`config.mk`:
```
export PLATFORM = sky130hd
export DESIGN_NAME = csr_access_unit
export DESIGN_NICKNAME = d
export VERILOG_FILES = /design/src/rtl/core_config_pkg.sv /design/src/rtl/csr_alu.sv /design/src/rtl/csr_access_unit.sv
export SDC_FILE = /design/constraint.sdc
export NUM_CORES = 1
export LEC_CHECK = 0
export CAP_MARGIN = 20
export CORE_UTILIZATION = 50
export CTS_CLUSTER_DIAMETER = 120
export CTS_CLUSTER_SIZE = 30
export DETAILED_ROUTE_END_ITERATION = 6
export PLACE_DENSITY = 0.83
export RECOVER_POWER = 100
export SKIP_CTS_REPAIR_TIMING = 1
export SYNTH_ARGS = -nofsm -noshare
export SYNTH_HDL_FRONTEND = slang
export SYNTH_SLANG_ARGS = --single-unit
```
`constraint.sdc`:
```
create_clock -name clk -period 5.66 [get_ports clk]
set_input_delay 1.132 -clock clk [delete_from_list [all_inputs] [get_ports clk]]
set_output_delay 1.132 -clock clk [all_outputs]
set_load 0.005 [all_outputs]
```
`src/rtl/core_config_pkg.sv`:
```
// Core-wide widths plus the Zicsr opcode and CSR access-unit state encodings.
package core_config_pkg;

  localparam int XLEN       = 32;
  localparam int CSR_ADDR_W = 12;

  // addr[11:10] == 2'b11 marks the read-only CSR space
  localparam logic [1:0] CSR_RO_PREFIX = 2'b11;

  typedef enum logic [2:0] {
    CSR_RW  = 3'b001,
    CSR_RS  = 3'b010,
    CSR_RC  = 3'b011,
    CSR_RWI = 3'b101,
    CSR_RSI = 3'b110,
    CSR_RCI = 3'b111
  } csr_op_t;

  typedef enum logic [2:0] {
    CSR_ST_IDLE   = 3'd0,
    CSR_ST_READ   = 3'd1,
    CSR_ST_MODIFY = 3'd2,
    CSR_ST_WRITE  = 3'd3,
    CSR_ST_RESP   = 3'd4
  } csr_unit_state_t;

endpackage

```
`src/rtl/csr_alu.sv`:
```
// Combinational Zicsr modify step: old value and source operand in, new value and write intent out.
// Zero latency; no handshake of its own.
module csr_alu
  import core_config_pkg::*;
(
  input  logic [XLEN-1:0] old_val,
  input  logic [XLEN-1:0] src,
  input  logic [1:0]      op,
  input  logic            rs1_nz,
  output logic [XLEN-1:0] new_val,
  output logic            do_wr
);

  always_comb begin
    new_val = old_val;
    case (op)
      2'b01:   new_val = src;
      2'b10:   new_val = old_val | src;
      2'b11:   new_val = old_val & ~src;
      default: new_val = old_val;
    endcase
  end

  // set/clear with x0 or uimm 0 must not write, even to read-only CSRs
  assign do_wr = (op == 2'b01) | rs1_nz;

endmodule

```
`src/rtl/csr_access_unit.sv`:
```
// Zicsr read-modify-write sequencer: request at E0, csr_we in the third cycle, response from the fourth.
// One request in flight; req_ready is low until the response handshake completes.
module csr_access_unit
  import core_config_pkg::*;
(
  input  logic                  clk,
  input  logic                  rst_n,
  input  logic                  req_valid,
  output logic                  req_ready,
  input  logic [2:0]            req_funct3,
  input  logic [CSR_ADDR_W-1:0] req_addr,
  input  logic [4:0]            req_rs1_field,
  input  logic [XLEN-1:0]       req_rs1_data,
  output logic                  rsp_valid,
  input  logic                  rsp_ready,
  output logic [XLEN-1:0]       rsp_data,
  output logic                  rsp_illegal,
  output logic                  csr_we,
  output logic [CSR_ADDR_W-1:0] csr_wa,
  output logic [XLEN-1:0]       csr_wd,
  output logic [CSR_ADDR_W-1:0] csr_ra,
  input  logic [XLEN-1:0]       csr_rd,
  input  logic                  csr_err
);

  localparam logic [2:0] S_IDLE   = CSR_ST_IDLE;
  localparam logic [2:0] S_READ   = CSR_ST_READ;
  localparam logic [2:0] S_MODIFY = CSR_ST_MODIFY;
  localparam logic [2:0] S_WRITE  = CSR_ST_WRITE;
  localparam logic [2:0] S_RESP   = CSR_ST_RESP;

  logic [2:0]            state;
  logic [2:0]            funct3_q;
  logic [CSR_ADDR_W-1:0] addr_q;
  logic [4:0]            field_q;
  logic [XLEN-1:0]       data_q;
  logic                  err_q;
  logic                  do_wr_q;
  logic                  illegal_q;
  logic [XLEN-1:0]       old_q;
  logic [XLEN-1:0]       wd_q;

  logic [XLEN-1:0]       src;
  logic [XLEN-1:0]       alu_new;
  logic                  alu_do_wr;
  logic                  illegal_c;

  assign src = funct3_q[2] ? {{(XLEN-5){1'b0}}, field_q} : data_q;

  csr_alu u_alu (
    .old_val (csr_rd),
    .src     (src),
    .op      (funct3_q[1:0]),
    .rs1_nz  (field_q != 5'd0),
    .new_val (alu_new),
    .do_wr   (alu_do_wr)
  );

  assign illegal_c = (funct3_q[1:0] == 2'b00) | err_q |
                     (alu_do_wr & (addr_q[11:10] == CSR_RO_PREFIX));

  always_ff @(posedge clk or negedge rst_n) begin
    if (!rst_n) begin
      state     <= S_IDLE;
      funct3_q  <= '0;
      addr_q    <= '0;
      field_q   <= '0;
      data_q    <= '0;
      err_q     <= 1'b0;
      do_wr_q   <= 1'b0;
      illegal_q <= 1'b0;
      old_q     <= '0;
      wd_q      <= '0;
    end else begin
      case (state)
        S_IDLE: if (req_valid) begin
          funct3_q <= req_funct3;
          addr_q   <= req_addr;
          field_q  <= req_rs1_field;
          data_q   <= req_rs1_data;
          state    <= S_READ;
        end
        S_READ: begin
          err_q <= csr_err;
          state <= S_MODIFY;
        end
        S_MODIFY: begin
          // an illegal access never leaks the CSR contents to rd
          old_q     <= illegal_c ? '0 : csr_rd;
          wd_q      <= alu_new;
          do_wr_q   <= alu_do_wr;
          illegal_q <= illegal_c;
          state     <= S_WRITE;
        end
        S_WRITE: state <= S_RESP;
        S_RESP:  if (rsp_ready) state <= S_IDLE;
        default: state <= S_IDLE;
      endcase
    end
  end

  assign req_ready   = (state == S_IDLE);
  assign rsp_valid   = (state == S_RESP);
  assign rsp_data    = old_q;
  assign rsp_illegal = illegal_q;
  assign csr_we      = (state == S_WRITE) & do_wr_q & ~illegal_q;
  assign csr_wa      = addr_q;
  assign csr_ra      = addr_q;
  assign csr_wd      = wd_q;

endmodule

```
==> out/metrics.cfg <==
[finish]
nNetsFinal = 718
area_growth_pct = 42.88
drive_above_1_share_pct = 19.47
final_cells = 782
diodes = 0
final_util_pct = 73.52

[die]
pin_count = 181
die_width_um = 107.9
die_area_sq_um = 11630
num_rows = 38
start_util_pct = 51.46
core_area_sq_um = 10890
die_h_um = 107.9

[pwr]
power.leakage_uw = 0.003488
power_density_nw_per_um2 = 590.1
switchingPower_uw = 1562
seqPwrFrac_pct = 34.1
pwr-share-comb_pct = 41.6
switching_share_pct = 33.07
power.internal_uw = 3161
clockPowerShare_pct = 24.3
max-vdd-ir-drop_mv = 0.4035

[critical_path]
rr_startpoint = state[1]
arrival_ps = 4390
required_ps = 6040
critPathKind = input port to register
end_kind = register
crit_start = req_valid
r2r_cells = 5
startpoint_type = input port
worst-path-max-fanout = 52

[logic_synthesis]
synth_area_sq_um = 5603
ys_seq_elements = 122
syn_avg_cell_area_sq_um = 11.92
synth_warnings = 0
synth_flop_cell = dfrtp_1
ys_types = 29
ys_async_sr_fraction_pct = 100.0
synth-edff-count = 0
yosysSeqAreaShare_pct = 54.49
synthCells = 470
synthesis.nets = 559

[clock_tree]
root_buffer = clkbuf_8
cts-buffers-inserted = 17
cts_tree = done
clk_path_buf_depth = 2
insertion_delay_ps = 510
clkTransAtPathRegs_ps = 60
cts_htree_levels = 4
cts_sinks = 122

[drt]
antenna_left = 0
drtPass1Iterations = 4
route.met3.wl_um = 1061
vias = 4230
drc = 0
avgRoutedWirePerCell_um = 17.60
wl_um = 13770
wl_met1_um = 5744
wl_met2_um = 6755
drt_iter0_drc = 185
highest_layer = met4
routed_via_density = 5.409

[grt]
grt_pass1_wl_um = 22870
grt_max_degree = 101
antenna_found_initial = 0
grt_pass1_vias = 4529
grt_overflow = 0
grt_use_total_pct = 26.04

[sta]
rsz0062_at_grt = false
fin_skew_ps = 9.894
maxSlewViolCount = 154
setup_viol = 0
fmax_mhz = 249.4
hold_viol_final = 0
period_share_pct = 70.86
tns_ps = 0
tightest_slew_ps = 3179
min_period_ps = 4010
maxSlewHeadroom_pct = -112.0

[min_path]
min_path_cells = 2
worstHoldPathType = register to register
hp-start = csr_wd[22]

[place]
place_inst = 750
place_hpwl_um = 8860
gp_congestion = 0.7693
portBuffers = 180

[run]
cap_viol_max_count = 2

[status]
outcome = finished, violations left
violations = capacitance limit, slew limit

==> sequential cells by signal, summed over array words and instances, names as in the netlist <==
signal       count
rsp_data        32
csr_ra          12
state            3
csr_wd          32
err_q            1
rsp_illegal      1
field_q          5
data_q          32
funct3_q         3
do_wr_q          1
==> synthesized netlist by cell type, types with 2 or more instances <==
cell type	instances	area [sq um]
dfrtp_1	122	3053
mux2_2	53	596.8
nand2_1	34	127.6
a22o_2	29	290.3
a21oi_1	28	140.1
and2_1	28	175.2
nor2b_1	28	175.2
xnor2_1	28	245.2
o31ai_1	27	202.7
clkbuf_1	22	82.58
buf_4	13	97.59
nor2_1	11	41.29
o21ai_0	6	30.03
buf_2	5	25.02
mux2i_1	5	50.05
o2bb2ai_1	5	43.79
xor2_1	5	43.79
a22o_1	4	35.03
buf_6	3	33.78
nor3_1	3	15.01
buf_1	2	7.510
inv_1	2	7.510
==> per-layer routing <==
metal,vias up,global-route usage (%)
li1,1957,-
met1,2090,31.45
met2,163,43.41
met3,20,8.959
met4,0,8.708
met5,-,0
==> power groups by stage <==
stage / logic, uW / clock network, uW / registers (uW)
floorplan: 1370 / 0 / 1490
global placement: 1970 / 0 / 1610
detailed placement: 2040 / 0 / 1630
CTS: 2060 / 1160 / 1620
global route: 2170 / 1200 / 1670
finish: 1970 / 1150 / 1610
==> worst paths after layout <==
check / endpoint / slack [ps]
max reg2reg: rsp_data[23] / 1940
min reg2reg: csr_wd[22] / 470
max in group asynchronous: rsp_data[8] / 3700
min: csr_wd[22] / 470
min in group asynchronous: csr_ra[6] / 730
max: data_q[8] / 1650
==> logic make-up after synthesis <==
logic type	share of synthesized area, %
xor gates and xnor gates	5.159
AOI/OAI and AO/OA	13.62
buffers and inverters	4.533
DFF	54.49
and+or+nand+nor	10.65
muxes	11.55
==> final cells by class <==
cell class | count | area [sq um]
Inverter | 2 | 7.507
Tap cell | 140 | 175.2
Timing Repair Buffer | 185 | 1833
Multi-Input combinational cell | 301 | 2298
Clock inverter | 10 | 163.9
Sequential cell | 122 | 3054
Fill cell | 744 | 2883
Clock buffer | 22 | 473.0
==> worst max-delay path, cell delays in order <==
cell           delay [ps]
dlygate4sd3_1         530
and2_2                130
clkbuf_1             2090
mux2_2                480
==> placed cells by master, fill, tap and decap left out, drive strengths merged, types with 2 or more instances in the layout <==
cell type / n
o21ai: 6
dfrtp: 122
nor3: 3
clkinv: 2
clkbuf: 23
a21oi: 28
clkdlybuf4s50: 84
mux2i: 5
nand2: 34
nor2: 11
and2: 28
xor2: 5
bufinv: 4
a22o: 33
o31ai: 27
nor2b: 28
clkinvlp: 4
inv: 2
xnor2: 28
mux2: 53
dlygate4sd3: 95
buf: 5
o2bb2ai: 5
==> stage by stage <==
stage	power (uW)	hold slack (ps)	instance area (sq um)	setup WS (ps)
floorplan	2858	450.6	5603	3384
global placement	3575	459.7	7376	2816
detailed placement	3666	471.2	7376	2807
CTS	4849	484.4	8013	2603
global route	5047	504.2	8005	1469
finish	4723	474.1	8005	1650
(Power assumes the default switching activity.)
